<file path="config.mk">
export PLATFORM = sky130hd
export DESIGN_NAME = dm_access_unit
export DESIGN_NICKNAME = d
export VERILOG_FILES = /design/src/rtl/dm_access_unit_pkg.sv /design/src/rtl/dm_timeout_cnt.sv /design/src/rtl/dm_access_unit.sv
export SDC_FILE = /design/constraint.sdc
export NUM_CORES = 1
export LEC_CHECK = 0
export CAP_MARGIN = 20
export CORE_MARGIN = 8
export CORE_UTILIZATION = 42
export CTS_BUF_LIST = sky130_fd_sc_hd__clkbuf_16
export CTS_CLUSTER_DIAMETER = 50
export DETAILED_ROUTE_END_ITERATION = 16
export PLACE_DENSITY_LB_ADDON = 0.08
export SLEW_MARGIN = 10
export SYNTH_ARGS = -nofsm -noshare
export SYNTH_HDL_FRONTEND = slang
export SYNTH_SLANG_ARGS = --single-unit
export TNS_END_PERCENT = 20
</file>
<file path="constraint.sdc">
create_clock -name clk -period 2.25 [get_ports clk]
set_input_delay 0.5625 -clock clk [delete_from_list [all_inputs] [get_ports clk]]
set_output_delay 0.5625 -clock clk [all_outputs]
set_load 0.02 [all_outputs]
</file>
<file path="src/rtl/dm_access_unit_pkg.sv">
// -----------------------------------------------------------------------------
// dm_access_unit_pkg
//   Shared definitions for the EX_DM data-memory access unit:
//   - dm_state_e : 2-bit access FSM encoding (IDLE / REQ / DONE)
//   - DM_POISON  : value returned to the pipeline when a load times out
// -----------------------------------------------------------------------------
package dm_access_unit_pkg;

  typedef enum logic [1:0] {
    ST_IDLE = 2'd0,
    ST_REQ  = 2'd1,
    ST_DONE = 2'd2
  } dm_state_e;

  localparam logic [15:0] DM_POISON = 16'hDEAD;

endpackage

</file>
<file path="src/rtl/dm_timeout_cnt.sv">
// -----------------------------------------------------------------------------
// dm_timeout_cnt
//   8-bit request-wait counter with synchronous clear and count enable.
//   o_tc is high while the count equals TIMEOUT-1, i.e. during the last cycle
//   a request is allowed to wait for its acknowledge.
// Ports
//   clk   in  system clock
//   rst   in  asynchronous active-high reset
//   i_clr in  clear count to zero (has priority over i_en)
//   i_en  in  increment count
//   o_tc  out terminal count reached
// -----------------------------------------------------------------------------
module dm_timeout_cnt #(
  parameter int unsigned TIMEOUT = 255
) (
  input  logic clk,
  input  logic rst,
  input  logic i_clr,
  input  logic i_en,
  output logic o_tc
);

  logic [7:0] r_cnt;

  always_ff @(posedge clk or posedge rst) begin
    if (rst) begin
      r_cnt <= 8'd0;
    end else if (i_clr) begin
      r_cnt <= 8'd0;
    end else if (i_en) begin
      r_cnt <= r_cnt + 8'd1;
    end
  end

  assign o_tc = (r_cnt == 8'(TIMEOUT - 1));

endmodule

</file>
<file path="src/rtl/dm_access_unit.sv">
// -----------------------------------------------------------------------------
// dm_access_unit
//   EX_DM-stage data-memory access unit. Converts a pipelined load/store into a
//   req/ack transaction to a variable-latency memory and stalls the pipeline
//   until the transaction completes (or times out).
// Ports
//   clk, rst            clock, asynchronous active-high reset
//   dm_re_EX_DM         load in EX_DM
//   dm_we_EX_DM         store in EX_DM
//   dst_EX_DM           effective address
//   p1_EX_DM            store data
//   stall_DM            freeze PC and pipeline registers this cycle
//   dm_rd_data_EX_DM    last completed load value (to writeback mux)
//   dm_err              sticky error: timeout or load/store conflict
//   mem_req/mem_we/mem_addr/mem_wdata   memory request, held until mem_ack
//   mem_ack/mem_rdata   one-cycle completion pulse and read data
// -----------------------------------------------------------------------------
module dm_access_unit
  import dm_access_unit_pkg::*;
#(
  parameter int unsigned ADDR_W  = 16,
  parameter int unsigned DATA_W  = 16,
  parameter int unsigned TIMEOUT = 255
) (
  input  logic              clk,
  input  logic              rst,
  input  logic              dm_re_EX_DM,
  input  logic              dm_we_EX_DM,
  input  logic [ADDR_W-1:0] dst_EX_DM,
  input  logic [DATA_W-1:0] p1_EX_DM,
  output logic              stall_DM,
  output logic [DATA_W-1:0] dm_rd_data_EX_DM,
  output logic              dm_err,
  output logic              mem_req,
  output logic              mem_we,
  output logic [ADDR_W-1:0] mem_addr,
  output logic [DATA_W-1:0] mem_wdata,
  input  logic              mem_ack,
  input  logic [DATA_W-1:0] mem_rdata
);

  localparam logic [DATA_W-1:0] POISON = DATA_W'(DM_POISON);

  dm_state_e         r_state, w_state_next;
  logic              r_mem_req, w_mem_req_next;
  logic              r_mem_we, w_mem_we_next;
  logic [ADDR_W-1:0] r_mem_addr, w_mem_addr_next;
  logic [DATA_W-1:0] r_mem_wdata, w_mem_wdata_next;
  logic [DATA_W-1:0] r_rd_data, w_rd_data_next;
  logic              r_err, w_err_next;
  logic              w_access;
  logic              w_cnt_clr;
  logic              w_cnt_en;
  logic              w_tc;

  assign w_access = dm_re_EX_DM | dm_we_EX_DM;

  // DONE is the single cycle in which the pipeline is allowed to advance.
  assign stall_DM = w_access & (r_state != ST_DONE);

  dm_timeout_cnt #(
    .TIMEOUT(TIMEOUT)
  ) u_timeout_cnt (
    .clk  (clk),
    .rst  (rst),
    .i_clr(w_cnt_clr),
    .i_en (w_cnt_en),
    .o_tc (w_tc)
  );

  always_ff @(posedge clk or posedge rst) begin
    if (rst) begin
      r_state     <= ST_IDLE;
      r_mem_req   <= 1'b0;
      r_mem_we    <= 1'b0;
      r_mem_addr  <= '0;
      r_mem_wdata <= '0;
      r_rd_data   <= '0;
      r_err       <= 1'b0;
    end else begin
      r_state     <= w_state_next;
      r_mem_req   <= w_mem_req_next;
      r_mem_we    <= w_mem_we_next;
      r_mem_addr  <= w_mem_addr_next;
      r_mem_wdata <= w_mem_wdata_next;
      r_rd_data   <= w_rd_data_next;
      r_err       <= w_err_next;
    end
  end

  always_comb begin
    w_state_next     = r_state;
    w_mem_req_next   = r_mem_req;
    w_mem_we_next    = r_mem_we;
    w_mem_addr_next  = r_mem_addr;
    w_mem_wdata_next = r_mem_wdata;
    w_rd_data_next   = r_rd_data;
    w_err_next       = r_err;
    w_cnt_clr        = 1'b0;
    w_cnt_en         = 1'b0;

    case (r_state)
      ST_IDLE: begin
        if (w_access) begin
          w_state_next     = ST_REQ;
          w_mem_req_next   = 1'b1;
          // A simultaneous load/store is issued as the store and flagged.
          w_mem_we_next    = dm_we_EX_DM;
          w_mem_addr_next  = dst_EX_DM;
          w_mem_wdata_next = p1_EX_DM;
          w_err_next       = r_err | (dm_re_EX_DM & dm_we_EX_DM);
          w_cnt_clr        = 1'b1;
        end
      end
      ST_REQ: begin
        // Acknowledge takes priority over a coincident timeout.
        if (mem_ack) begin
          w_state_next   = ST_DONE;
          w_mem_req_next = 1'b0;
          if (!r_mem_we) begin
            w_rd_data_next = mem_rdata;
          end
        end else if (w_tc) begin
          w_state_next   = ST_DONE;
          w_mem_req_next = 1'b0;
          w_err_next     = 1'b1;
          // Stores never touch the load-data register, even when aborted.
          if (!r_mem_we) begin
            w_rd_data_next = POISON;
          end
        end else begin
          w_cnt_en = 1'b1;
        end
      end
      ST_DONE: begin
        w_state_next = ST_IDLE;
      end
      default: begin
        w_state_next = ST_IDLE;
      end
    endcase
  end

  assign mem_req          = r_mem_req;
  assign mem_we           = r_mem_we;
  assign mem_addr         = r_mem_addr;
  assign mem_wdata        = r_mem_wdata;
  assign dm_rd_data_EX_DM = r_rd_data;
  assign dm_err           = r_err;

endmodule

</file>
==> reports/metrics.csv <==
metric;value;unit
placed cell count;422;
Register Area;1526;µm²
clk_skew;8.491;ps
CP Class;input pin to primary output;
status;complete, no violations;
HPWL reported at the end of detailed placement;4744;µm
CP max stage delay;490;ps
Cell Chain, Critical Path;clkdlybuf4s50_1, nor2_1, a21oi_1, dlygate4sd2_1;
Hold Crit Start;mem_wdata[1]$_DFFE_PP0P_;
detailed-router iteration count before antenna repair;4;
fmax;0.4600;GHz
DRC viols;0;
CTS Sinks;61;
register-to-register setup slack;590;ps
die span in x;93.19;µm
Seq cells post-synth;61;
root buf cell;clkbuf_16;
1st-iter DRT viols;65;
number of synthesized flops with an enable pin;0;
Cells after Synth;241;
TNS Setup;0;ps
fillers;484;
Layout Cells excl Fill;437;
synthesized area per cell;10.38;µm²
Critical R2R Launch;u_timeout_cnt.r_cnt[0]$_DFFE_PP0P_;
hold_buf cts;0;
later-pin clock latency in the skew report;320;ps
Initial Util;42.77;%
Yosys cell types;33;
Max Root-Sink Buffers;2;
H-tree levels;3;
Routed WL;6537;µm
Final period util;96.62;%
vias in the first global route;2301;
Mapped Nets;296;
worst slew pin tran;416.7;ps
synth warn;0;
final setup vio count;0;
largest net degree at the start of global routing;24;
Worst EP arrival;1610;ps
layout cell share with drive strength beyond 1;11.88;%
Nets;413;
register area share after synthesis;61.00;%
Hold Crit Depth;2;
Worst-path clk slew;50;ps
final hold vios;0;
CTS tree;done;
Req. time, crit path;1690;ps
Leak;1.845;nW
pwr/cell area;1422;nW/µm²
Top delay family on crit path;buffers and inverters;
GR Util All Layers;16.02;%
initial antenna violation count;0;
startpoint types;input pin;
Die Ht;93.19;µm
Post-synth ARST share;100.0;%
hold-critical path endpoint;mem_wdata[1]$_DFFE_PP0P_;
multi-input logic area;915.9;µm²
DR WL/cell;14.96;µm
full die area;8684;µm²
routability cong.;0.7948;
crit path time final;2174;ps
HP Class;flop to flop;
RSZ-0062 raised after global routing;no;
vias per inst;4.776;
first-pass GRT wire length;11010;µm
TritonCTS Buffers;9;
peak supply drop;0.001033;V
relative slew slack;72.13;%
Slew Limit Fails;0;
Crit Path Max Fanout;2;
Mapped Area;2502;µm²
Critical path buffers and inverters;2;
max_cap viols;0;
I/O pins;105;
Worst path slowest cell;clkdlybuf4s50_1;
most common cell after layout, fill and taps aside;nand2_1;
ys flop type;dfrtp_1;
IO buf count;104;
Antenna diodes;0;
FP Rows;28;
Vias;2087;
CORE AREA;5851;µm²
cell count of the worst reg-to-reg path;6;
area growth from synthesis to layout;57.55;%
Critical R2R Capture;u_timeout_cnt.r_cnt[0]$_DFFE_PP0P_;
commonest cells after routing, fill and taps aside;nand2_1, clkdlybuf4s50_1, dfrtp_1;
antenna-violating nets left;0;
CP endpoint kind;primary output;
critical path depth;4;
GR Overflow Total;0;
==> area by class of cell <==
class | instances | share of cell area, %
sequential | 61 | 38.72
timing repair buffer | 115 | 28.78
multi-input combinational | 167 | 23.23
clock buffer | 9 | 5.712
tap | 75 | 2.380
clock inverter | 6 | 0.7934
inverter | 4 | 0.3808
==> per-layer routing <==
layer | vias to the layer above | wire, µm | share of wire [%] | GRT usage, %
li1 | 1035 | - | - | -
met1 | 960 | 2822 | 43 | 19.15
met2 | 79 | 2847 | 44 | 23.96
met3 | 13 | 756 | 12 | 7.612
met4 | 0 | 110 | 1.7 | 7.248
met5 | - | 0 | 0 | 0
==> flip-flops by register name (all words and copies together) (netlist names) <==
| signal | cells |
|---|---|
| dm_rd_data_EX_DM | 16 |
| u_timeout_cnt.r_cnt | 8 |
| mem_addr | 16 |
| dm_err | 1 |
| mem_wdata | 16 |
| mem_req | 1 |
| mem_we | 1 |
| r_state | 2 |
==> power breakdown <==
| group | internal (mW) | leakage, nW | switching [mW] |
|---|---|---|---|
| sequential | 1.57 | 0.743 | 0.278 |
| clock | 0.724 | 0.128 | 0.451 |
| combinational | 1.22 | 0.974 | 1.36 |
| total | 3.52 | 1.85 | 2.09 |
==> synthesized netlist by cell type, types with 2 or more instances <==
library cell | number | area (µm²)
nand2_1 | 109 | 409.1
nand4_1 | 2 | 12.51
dfrtp_1 | 61 | 1526
buf_6 | 2 | 22.52
o41ai_1 | 2 | 17.52
a22o_1 | 6 | 52.55
and4bb_1 | 2 | 25.02
inv_1 | 4 | 15.01
ha_1 | 2 | 25.02
a21oi_1 | 3 | 15.01
buf_2 | 2 | 10.01
nand2b_4 | 2 | 27.53
clkbuf_1 | 5 | 18.77
nor2_1 | 8 | 30.03
o22a_2 | 9 | 90.09
mux2i_1 | 4 | 40.04
o22a_1 | 2 | 17.52
==> tightest hold or removal path: stages, from the launching register on <==
cell and delay (ps):
dfrtp_1 330, nand2_1 50, nand2_1 50
==> how the worst max path moves through the flow <==
stage / startpoint / to / slack, ps
after detailed placement: dm_we_EX_DM / stall_DM / -220
after global placement: dm_we_EX_DM / stall_DM / -190
final: dm_we_EX_DM / stall_DM / 80
after CTS: dm_we_EX_DM / stall_DM / 60
after global routing: dm_we_EX_DM / stall_DM / 20
after floorplan: rst / dm_err$_DFFE_PP0P_ / 170
==> timing repair <==
item / 4_1_cts / 5_1_grt
gates resized for setup: 1 / 0
endpoints found under the hold margin: 0 / 0
buffers inserted: 0 / 0
setup endpoints to repair: 1 / 0
==> cells by family after synthesis <==
family / share of synthesized area [%]
compound gates: 10.70
fa+ha+maj: 0.9998
buf+inv: 2.650
flops: 61.00
mux: 1.600
simple gates: 23.05
==> metrics by stage <==
| stage | setup WS, ps | hold WS, ps | area [µm²] | total power, mW | util [%] |
|---|---|---|---|---|---|
| 3_5_place_dp | -215.5 | 460.9 | 3687 | 4.483 | 63.02 |
| 4_1_cts | 64.99 | 473.6 | 3943 | 5.695 | 67.39 |
| 3_3_place_gp | -192.9 | 456.7 | 3687 | 4.425 | 63.02 |
| 6_report | 76.08 | 466.8 | 3943 | 5.605 | 67.39 |
| 2_1_floorplan | 174.5 | 499.8 | 2502 | 3.196 | - |
| 5_1_grt | 18.03 | 508.9 | 3943 | 5.992 | 67.39 |
No activity file was read; power rests on OpenSTA's default activity.
